**config.mk**
```make
export PLATFORM = sky130hd
export DESIGN_NAME = unscrambler2_controller_flat
export DESIGN_NICKNAME = d
export VERILOG_FILES = /design/src/rtl/unscrambler2_if.sv /design/src/rtl/unscrambler2_controller.sv /design/src/flat_wrapper.sv
export SDC_FILE = /design/constraint.sdc
export NUM_CORES = 1
export LEC_CHECK = 0
export CELL_PAD_IN_SITES_DETAIL_PLACEMENT = 1
export CELL_PAD_IN_SITES_GLOBAL_PLACEMENT = 2
export CORE_MARGIN = 2
export CORE_UTILIZATION = 38
export CTS_CLUSTER_SIZE = 20
export DETAILED_ROUTE_END_ITERATION = 8
export GPL_TIMING_DRIVEN = 0
export PLACE_DENSITY_LB_ADDON = 0.1
export SLEW_MARGIN = 20
export SYNTH_ARGS = -nofsm -noshare
export SYNTH_HDL_FRONTEND = slang
export SYNTH_SLANG_ARGS = --single-unit
export TNS_END_PERCENT = 10
```
**constraint.sdc**
```tcl
create_clock -name clk -period 32.9 [get_ports clk]
set_input_delay 3.29 -clock clk [delete_from_list [all_inputs] [get_ports clk]]
set_output_delay 3.29 -clock clk [all_outputs]
set_load 0.02 [all_outputs]
```
**src/rtl/unscrambler2_if.sv**
```systemverilog
// Handshake and regfile bus between the unscramble controller and its host.
// The host side also supplies combinational regfile read data.
interface unscrambler2_if #(
    parameter int DW = 8,
    parameter int AW = 4
);
    logic          start;
    logic [15:0]   seed;
    logic [AW:0]   len;
    logic [DW-1:0] rf_dout;
    logic [AW-1:0] rf_r_addr;
    logic [AW-1:0] rf_w_addr;
    logic [DW-1:0] rf_din;
    logic          rf_wr_en;
    logic          busy;
    logic          done;
    logic          err;

    modport master (
        output start, seed, len, rf_dout,
        input  rf_r_addr, rf_w_addr, rf_din, rf_wr_en, busy, done, err
    );

    modport slave (
        input  start, seed, len, rf_dout,
        output rf_r_addr, rf_w_addr, rf_din, rf_wr_en, busy, done, err
    );
endinterface

```
**src/rtl/unscrambler2_controller.sv**
```systemverilog
// Undoes the scrambler's LFSR-driven swap shuffle of a register file by
// regenerating its swap indices onto a stack and replaying them in reverse.
module unscrambler2_controller #(
    parameter int DW    = 8,
    parameter int AW    = 4,
    parameter int DEPTH = 16
) (
    input  logic           clk,
    input  logic           rst_n,
    unscrambler2_if.slave  bus
);
    typedef enum logic [2:0] {
        IDLE,
        GEN,
        READ,
        SWAP,
        WRITE,
        DONE
    } state_t;

    localparam logic [AW:0] MAX_LEN = (AW+1)'(DEPTH);
    localparam logic [AW:0] TWO     = (AW+1)'(2);

    state_t        state;
    state_t        state_next;
    logic [AW-1:0] k;
    logic [DW-1:0] temp;
    logic [15:0]   lfsr;
    logic [15:0]   lfsr_next;
    logic [AW:0]   len_q;
    logic          err_q;
    logic [AW-1:0] stack [DEPTH];
    logic [AW-1:0] jk;
    logic          last_gen;

    assign lfsr_next = {lfsr[14:0], lfsr[15] ^ lfsr[13] ^ lfsr[12] ^ lfsr[10]};
    assign jk        = AW'(lfsr % {{(15-AW){1'b0}}, len_q});
    assign last_gen  = ({1'b0, k} == (len_q - TWO));
    assign bus.err   = err_q;

    always_ff @(posedge clk or negedge rst_n) begin
        if (!rst_n) begin
            state <= IDLE;
        end else begin
            state <= state_next;
        end
    end

    always_comb begin
        state_next    = state;
        bus.busy      = 1'b1;
        bus.done      = 1'b0;
        bus.rf_r_addr = '0;
        bus.rf_w_addr = '0;
        bus.rf_din    = '0;
        bus.rf_wr_en  = 1'b0;
        unique case (state)
            IDLE: begin
                bus.busy = 1'b0;
                if (bus.start && bus.len <= MAX_LEN) begin
                    state_next = (bus.len < TWO) ? DONE : GEN;
                end
            end
            GEN: begin
                if (last_gen) begin
                    state_next = READ;
                end
            end
            READ: begin
                bus.rf_r_addr = k;
                state_next    = SWAP;
            end
            SWAP: begin
                bus.rf_r_addr = stack[k];
                bus.rf_w_addr = k;
                bus.rf_din    = bus.rf_dout;
                bus.rf_wr_en  = 1'b1;
                state_next    = WRITE;
            end
            WRITE: begin
                bus.rf_w_addr = stack[k];
                bus.rf_din    = temp;
                bus.rf_wr_en  = 1'b1;
                state_next    = (k == '0) ? DONE : READ;
            end
            DONE: begin
                bus.done   = 1'b1;
                state_next = IDLE;
            end
            default: begin
                state_next = IDLE;
            end
        endcase
    end

    always_ff @(posedge clk or negedge rst_n) begin
        if (!rst_n) begin
            k     <= '0;
            temp  <= '0;
            lfsr  <= '0;
            len_q <= '0;
            err_q <= 1'b0;
            for (int i = 0; i < DEPTH; i++) begin
                stack[i] <= '0;
            end
        end else begin
            err_q <= 1'b0;
            unique case (state)
                IDLE: begin
                    if (bus.start) begin
                        if (bus.len > MAX_LEN) begin
                            err_q <= 1'b1;
                        end else begin
                            len_q <= bus.len;
                            lfsr  <= (bus.seed == 16'h0000) ? 16'h0001 : bus.seed;
                            k     <= '0;
                        end
                    end
                end
                GEN: begin
                    stack[k] <= jk;
                    lfsr     <= lfsr_next;
                    // on the last index k already equals len-2, where replay starts
                    if (!last_gen) begin
                        k <= k + AW'(1);
                    end
                end
                READ: begin
                    temp <= bus.rf_dout;
                end
                WRITE: begin
                    if (k != '0) begin
                        k <= k - AW'(1);
                    end
                end
                default: begin
                end
            endcase
        end
    end
endmodule

```
**src/flat_wrapper.sv**
```systemverilog
// flat-port wrapper written by rule: the top's interface ports become plain ports
module unscrambler2_controller_flat 
#(
    parameter int DW    = 8,
    parameter int AW    = 4,
    parameter int DEPTH = 16
)
  (clk, rst_n, bus_start, bus_seed, bus_len, bus_rf_dout, bus_rf_r_addr, bus_rf_w_addr, bus_rf_din, bus_rf_wr_en, bus_busy, bus_done, bus_err);
  unscrambler2_if #(.DW(DW), .AW(AW)) bus_i ();
  input  logic clk;
  input  logic rst_n;
  input wire logic [$bits(bus_i.start)-1:0] bus_start;
  input wire logic [$bits(bus_i.seed)-1:0] bus_seed;
  input wire logic [$bits(bus_i.len)-1:0] bus_len;
  input wire logic [$bits(bus_i.rf_dout)-1:0] bus_rf_dout;
  output wire logic [$bits(bus_i.rf_r_addr)-1:0] bus_rf_r_addr;
  output wire logic [$bits(bus_i.rf_w_addr)-1:0] bus_rf_w_addr;
  output wire logic [$bits(bus_i.rf_din)-1:0] bus_rf_din;
  output wire logic [$bits(bus_i.rf_wr_en)-1:0] bus_rf_wr_en;
  output wire logic [$bits(bus_i.busy)-1:0] bus_busy;
  output wire logic [$bits(bus_i.done)-1:0] bus_done;
  output wire logic [$bits(bus_i.err)-1:0] bus_err;
  assign bus_i.start = bus_start;
  assign bus_i.seed = bus_seed;
  assign bus_i.len = bus_len;
  assign bus_i.rf_dout = bus_rf_dout;
  assign bus_rf_r_addr = bus_i.rf_r_addr;
  assign bus_rf_w_addr = bus_i.rf_w_addr;
  assign bus_rf_din = bus_i.rf_din;
  assign bus_rf_wr_en = bus_i.rf_wr_en;
  assign bus_busy = bus_i.busy;
  assign bus_done = bus_i.done;
  assign bus_err = bus_i.err;
  unscrambler2_controller #(.DW(DW), .AW(AW), .DEPTH(DEPTH)) u_core (.clk(clk), .rst_n(rst_n), .bus(bus_i));
endmodule
```
==> reports/metrics.cfg <==
[outcome]
status=finished clean

[layout]
layout-area-overhead-vs-synth_pct=17.6
antenna_cells=0
nNetsFinal=1328
drive_gt1_frac=0.146
multi_input_area_sq_um=6910
seqCellArea_sq_um=2530
n_fill_cell=2941

[worst_setup_path]
cp_max_fo=10
crit_type=reg -> reg
critical_path.max_stage_delay_ps=570
end_kind=register
worstPathBufferInverterCount=6
arrival_ps=30770
rr_startpoint=u_core.lfsr[2]
reg2reg_to=u_core.stack[44]
rr_worst_depth=140
r2r_setup_slack_ps=2410
cpMaxStageDelayCell=or4_1
cp_data_required_time_ps=33180
crit_path_frequent_cell=o21a_1
cp_top_family=compound AO/OA/AOI/OAI gates
critPathLaunchType=register

[logic_synthesis]
ys.flop_type=dfrtp_1
yosysTopAreaCell=dfrtp_1
synthArstFlopShare=1.00
syn_inst=1128
yosys_warnings=0
synth_fp_nets=1237
syn_area_sq_um=9630
synth_seq_cells=101
synthDistinctLibCells=93
syn_area_per_cell_sq_um=8.54
synth_top_cell_area_share=0.262
yosysSeqAreaShare=0.262
ys_top_cells_by_area=dfrtp_1 26%, ha_1 9.7%, nand2_1 5.6%
synth_edf_count=0

[sta]
clock-skew-final_ps=10.7
tightest_slew_ps=947
max_freq_mhz=32.8
finalSetupViolations=0
hold-worst-slack_ps=484
timing.slew.headroom=0.369
finalHoldViolations=0
fin_crit_ps=30490
slew_violations=0
period_share=0.927

[clocking]
path_clk_slew_ps=80
clockBufferDepth=2
cts_buffers=9
clock_latency_ps=350
cts.root.buffer_cell=clkbuf_16
cts_tree=yes
cts.sinks=101
cts_hold_buf=0
htree_levels=3

[floorplanning]
die_w_um=163
coreArea_sq_um=25000
chipHeight_um=163
start_util=0.385
pin_count=52
die_area_sq_um=26600
rows=58

[global_routing]
grt_pass1_wl_mm=49.1
antenna_found_initial=0
grt_max_degree=76
grt_usage=0.232
grt_pass1_vias=9207
grt_overflow=0

[placed_design]
io_buffers=51
place_congestion=0.859
post-dp-hpwl_mm=23.2

[routing]
dr_total_vias=8862
drc_errors=0
final_antenna_net_count=0
drt-initial-drc-count=338
dr.pass1.iters=8
vias_per_cell=5.70
drt-wirelength-per-cell_um=19.2
wl_mm=29.9

[min_path]
hp-class=reg -> reg
min_from=u_core.stack[11]
worstHoldPathCells=2
holdPathEnd=u_core.stack[11]

[run]
cap_violations=0

==> sequential cells by signal, summed over array words and instances, names as in the netlist <==
register and count:
u_core.len_q 5, u_core.bus.err 1, u_core.state 3, u_core.temp 8
u_core.lfsr 16, u_core.stack 64, u_core.k 4
==> worst max-delay path by stage <==
stage / start / end / slack (ps) / depth (start not counted)
CTS: u_core.len_q[0] / u_core.stack[51] / 10 / 141
global placement: u_core.len_q[2] / u_core.stack[51] / -1240 / 141
finish: u_core.lfsr[2] / u_core.stack[44] / 2410 / 140
detailed placement: u_core.len_q[2] / u_core.stack[59] / -1630 / 141
global route: u_core.lfsr[2] / u_core.stack[48] / -110 / 141
floorplan: u_core.len_q[1] / u_core.stack[3] / 4230 / 141
==> cell families (layout without fill, tap and decap cells) <==
kind of cell             count (synthesis)  in the layout  synth area share
XOR/XNOR                                38             38            0.0346
AO/OA/AOI/OAI                          334            334             0.241
AND/OR/NAND/NOR                        421            421             0.214
adder cells (fa/ha/maj)                 78             78             0.103
multiplexers                            72             72             0.107
flip-flops                             101            101             0.262
buffers and inverters                   84            180            0.0378
==> worst min-delay path: stages, from the launching register on <==
cell and delay (ps):
dfrtp_1 340, nand2_1 50, o21ai_1 60
==> synthesized netlist by cell type, types with 5 or more instances <==
| cell | instances |
|---|---|
| nand2_1 | 144 |
| dfrtp_1 | 101 |
| nor2_1 | 87 |
| ha_1 | 75 |
| o21ai_0 | 70 |
| nor3_1 | 54 |
| inv_1 | 42 |
| o21ai_1 | 41 |
| a21oi_1 | 39 |
| o21a_1 | 39 |
| clkbuf_1 | 30 |
| mux2_2 | 28 |
| xnor2_1 | 24 |
| nand3_1 | 23 |
| mux4_2 | 20 |
| mux2i_1 | 17 |
| a21o_1 | 16 |
| or3_1 | 15 |
| nand2b_1 | 14 |
| xor2_1 | 14 |
| a22o_1 | 13 |
| nor2b_1 | 11 |
| o31ai_1 | 11 |
| a222oi_1 | 9 |
| nor4_1 | 9 |
| a211oi_1 | 8 |
| nor3b_1 | 8 |
| a31oi_1 | 7 |
| and3_1 | 7 |
| o211ai_1 | 7 |
| o22ai_1 | 7 |
| a21boi_0 | 6 |
| a22oi_1 | 6 |
| and2_1 | 6 |
| or2_2 | 6 |
| a21oi_2 | 5 |
| buf_6 | 5 |
| nand4_1 | 5 |
| o21ai_2 | 5 |
| or4_1 | 5 |
==> layout make-up <==
class / count / share of cell area
Sequential cell: 101 / 0.223
Tap cell: 330 / 0.0365
Buffer: 41 / 0.0182
Clock buffer: 9 / 0.0199
Inverter: 42 / 0.0149
Clock inverter: 7 / 0.00652
Multi-Input combinational cell: 943 / 0.610
Timing Repair Buffer: 81 / 0.0702
==> per-layer routing <==
metal  share of wire  GRT usage  up-vias  wire (um)
li1                -          -     4381          -
met1            0.47      0.308     4346      14100
met2            0.49      0.402       94      14500
met3           0.016     0.0201       41        490
met4           0.025     0.0672        0        733
met5               0          0        -          0
==> timing repair <==
item / in CTS / in global routing
buffers inserted: 7 / 22
pin swaps: 3 / 6
setup endpoints to repair: 64 / 64
gates cloned: 0 / 0
resized for setup: 12 / 36
==> through the flow <==
step / area [sq um] / TNS (ps) / cells / worst slack (ps) / util
5_1_grt: 11300 / -1580 / 1554 / -109 / 0.452
3_3_place_gp: 10600 / -70240 / 1509 / -1240 / 0.422
3_5_place_dp: 10600 / -93610 / 1510 / -1630 / 0.423
6_report: 11300 / 0 / 1554 / 2410 / 0.452
2_1_floorplan: 9630 / 0 / 1128 / 4230 / -
4_1_cts: 11000 / 0 / 1533 / 10.5 / 0.440
==> placed cells by master (no fill, tap or decap), types with 16 or more instances in the layout <==
master,netlist,routed
a21o_1,16,16
a21oi_1,39,34
buf_4,3,29
clkbuf_1,30,28
clkdlybuf4s50_1,0,50
dfrtp_1,101,100
ha_1,75,75
inv_1,42,39
mux2_2,28,28
mux4_2,20,20
nand2_1,144,141
nand3_1,23,23
nor2_1,87,85
nor3_1,54,52
o21a_1,39,38
o21ai_0,70,65
o21ai_1,41,46
xnor2_1,24,24
Power is left out: the tool's default activity adds up to more than one toggle a clock period on the data nets, which glitch-free logic cannot reach.
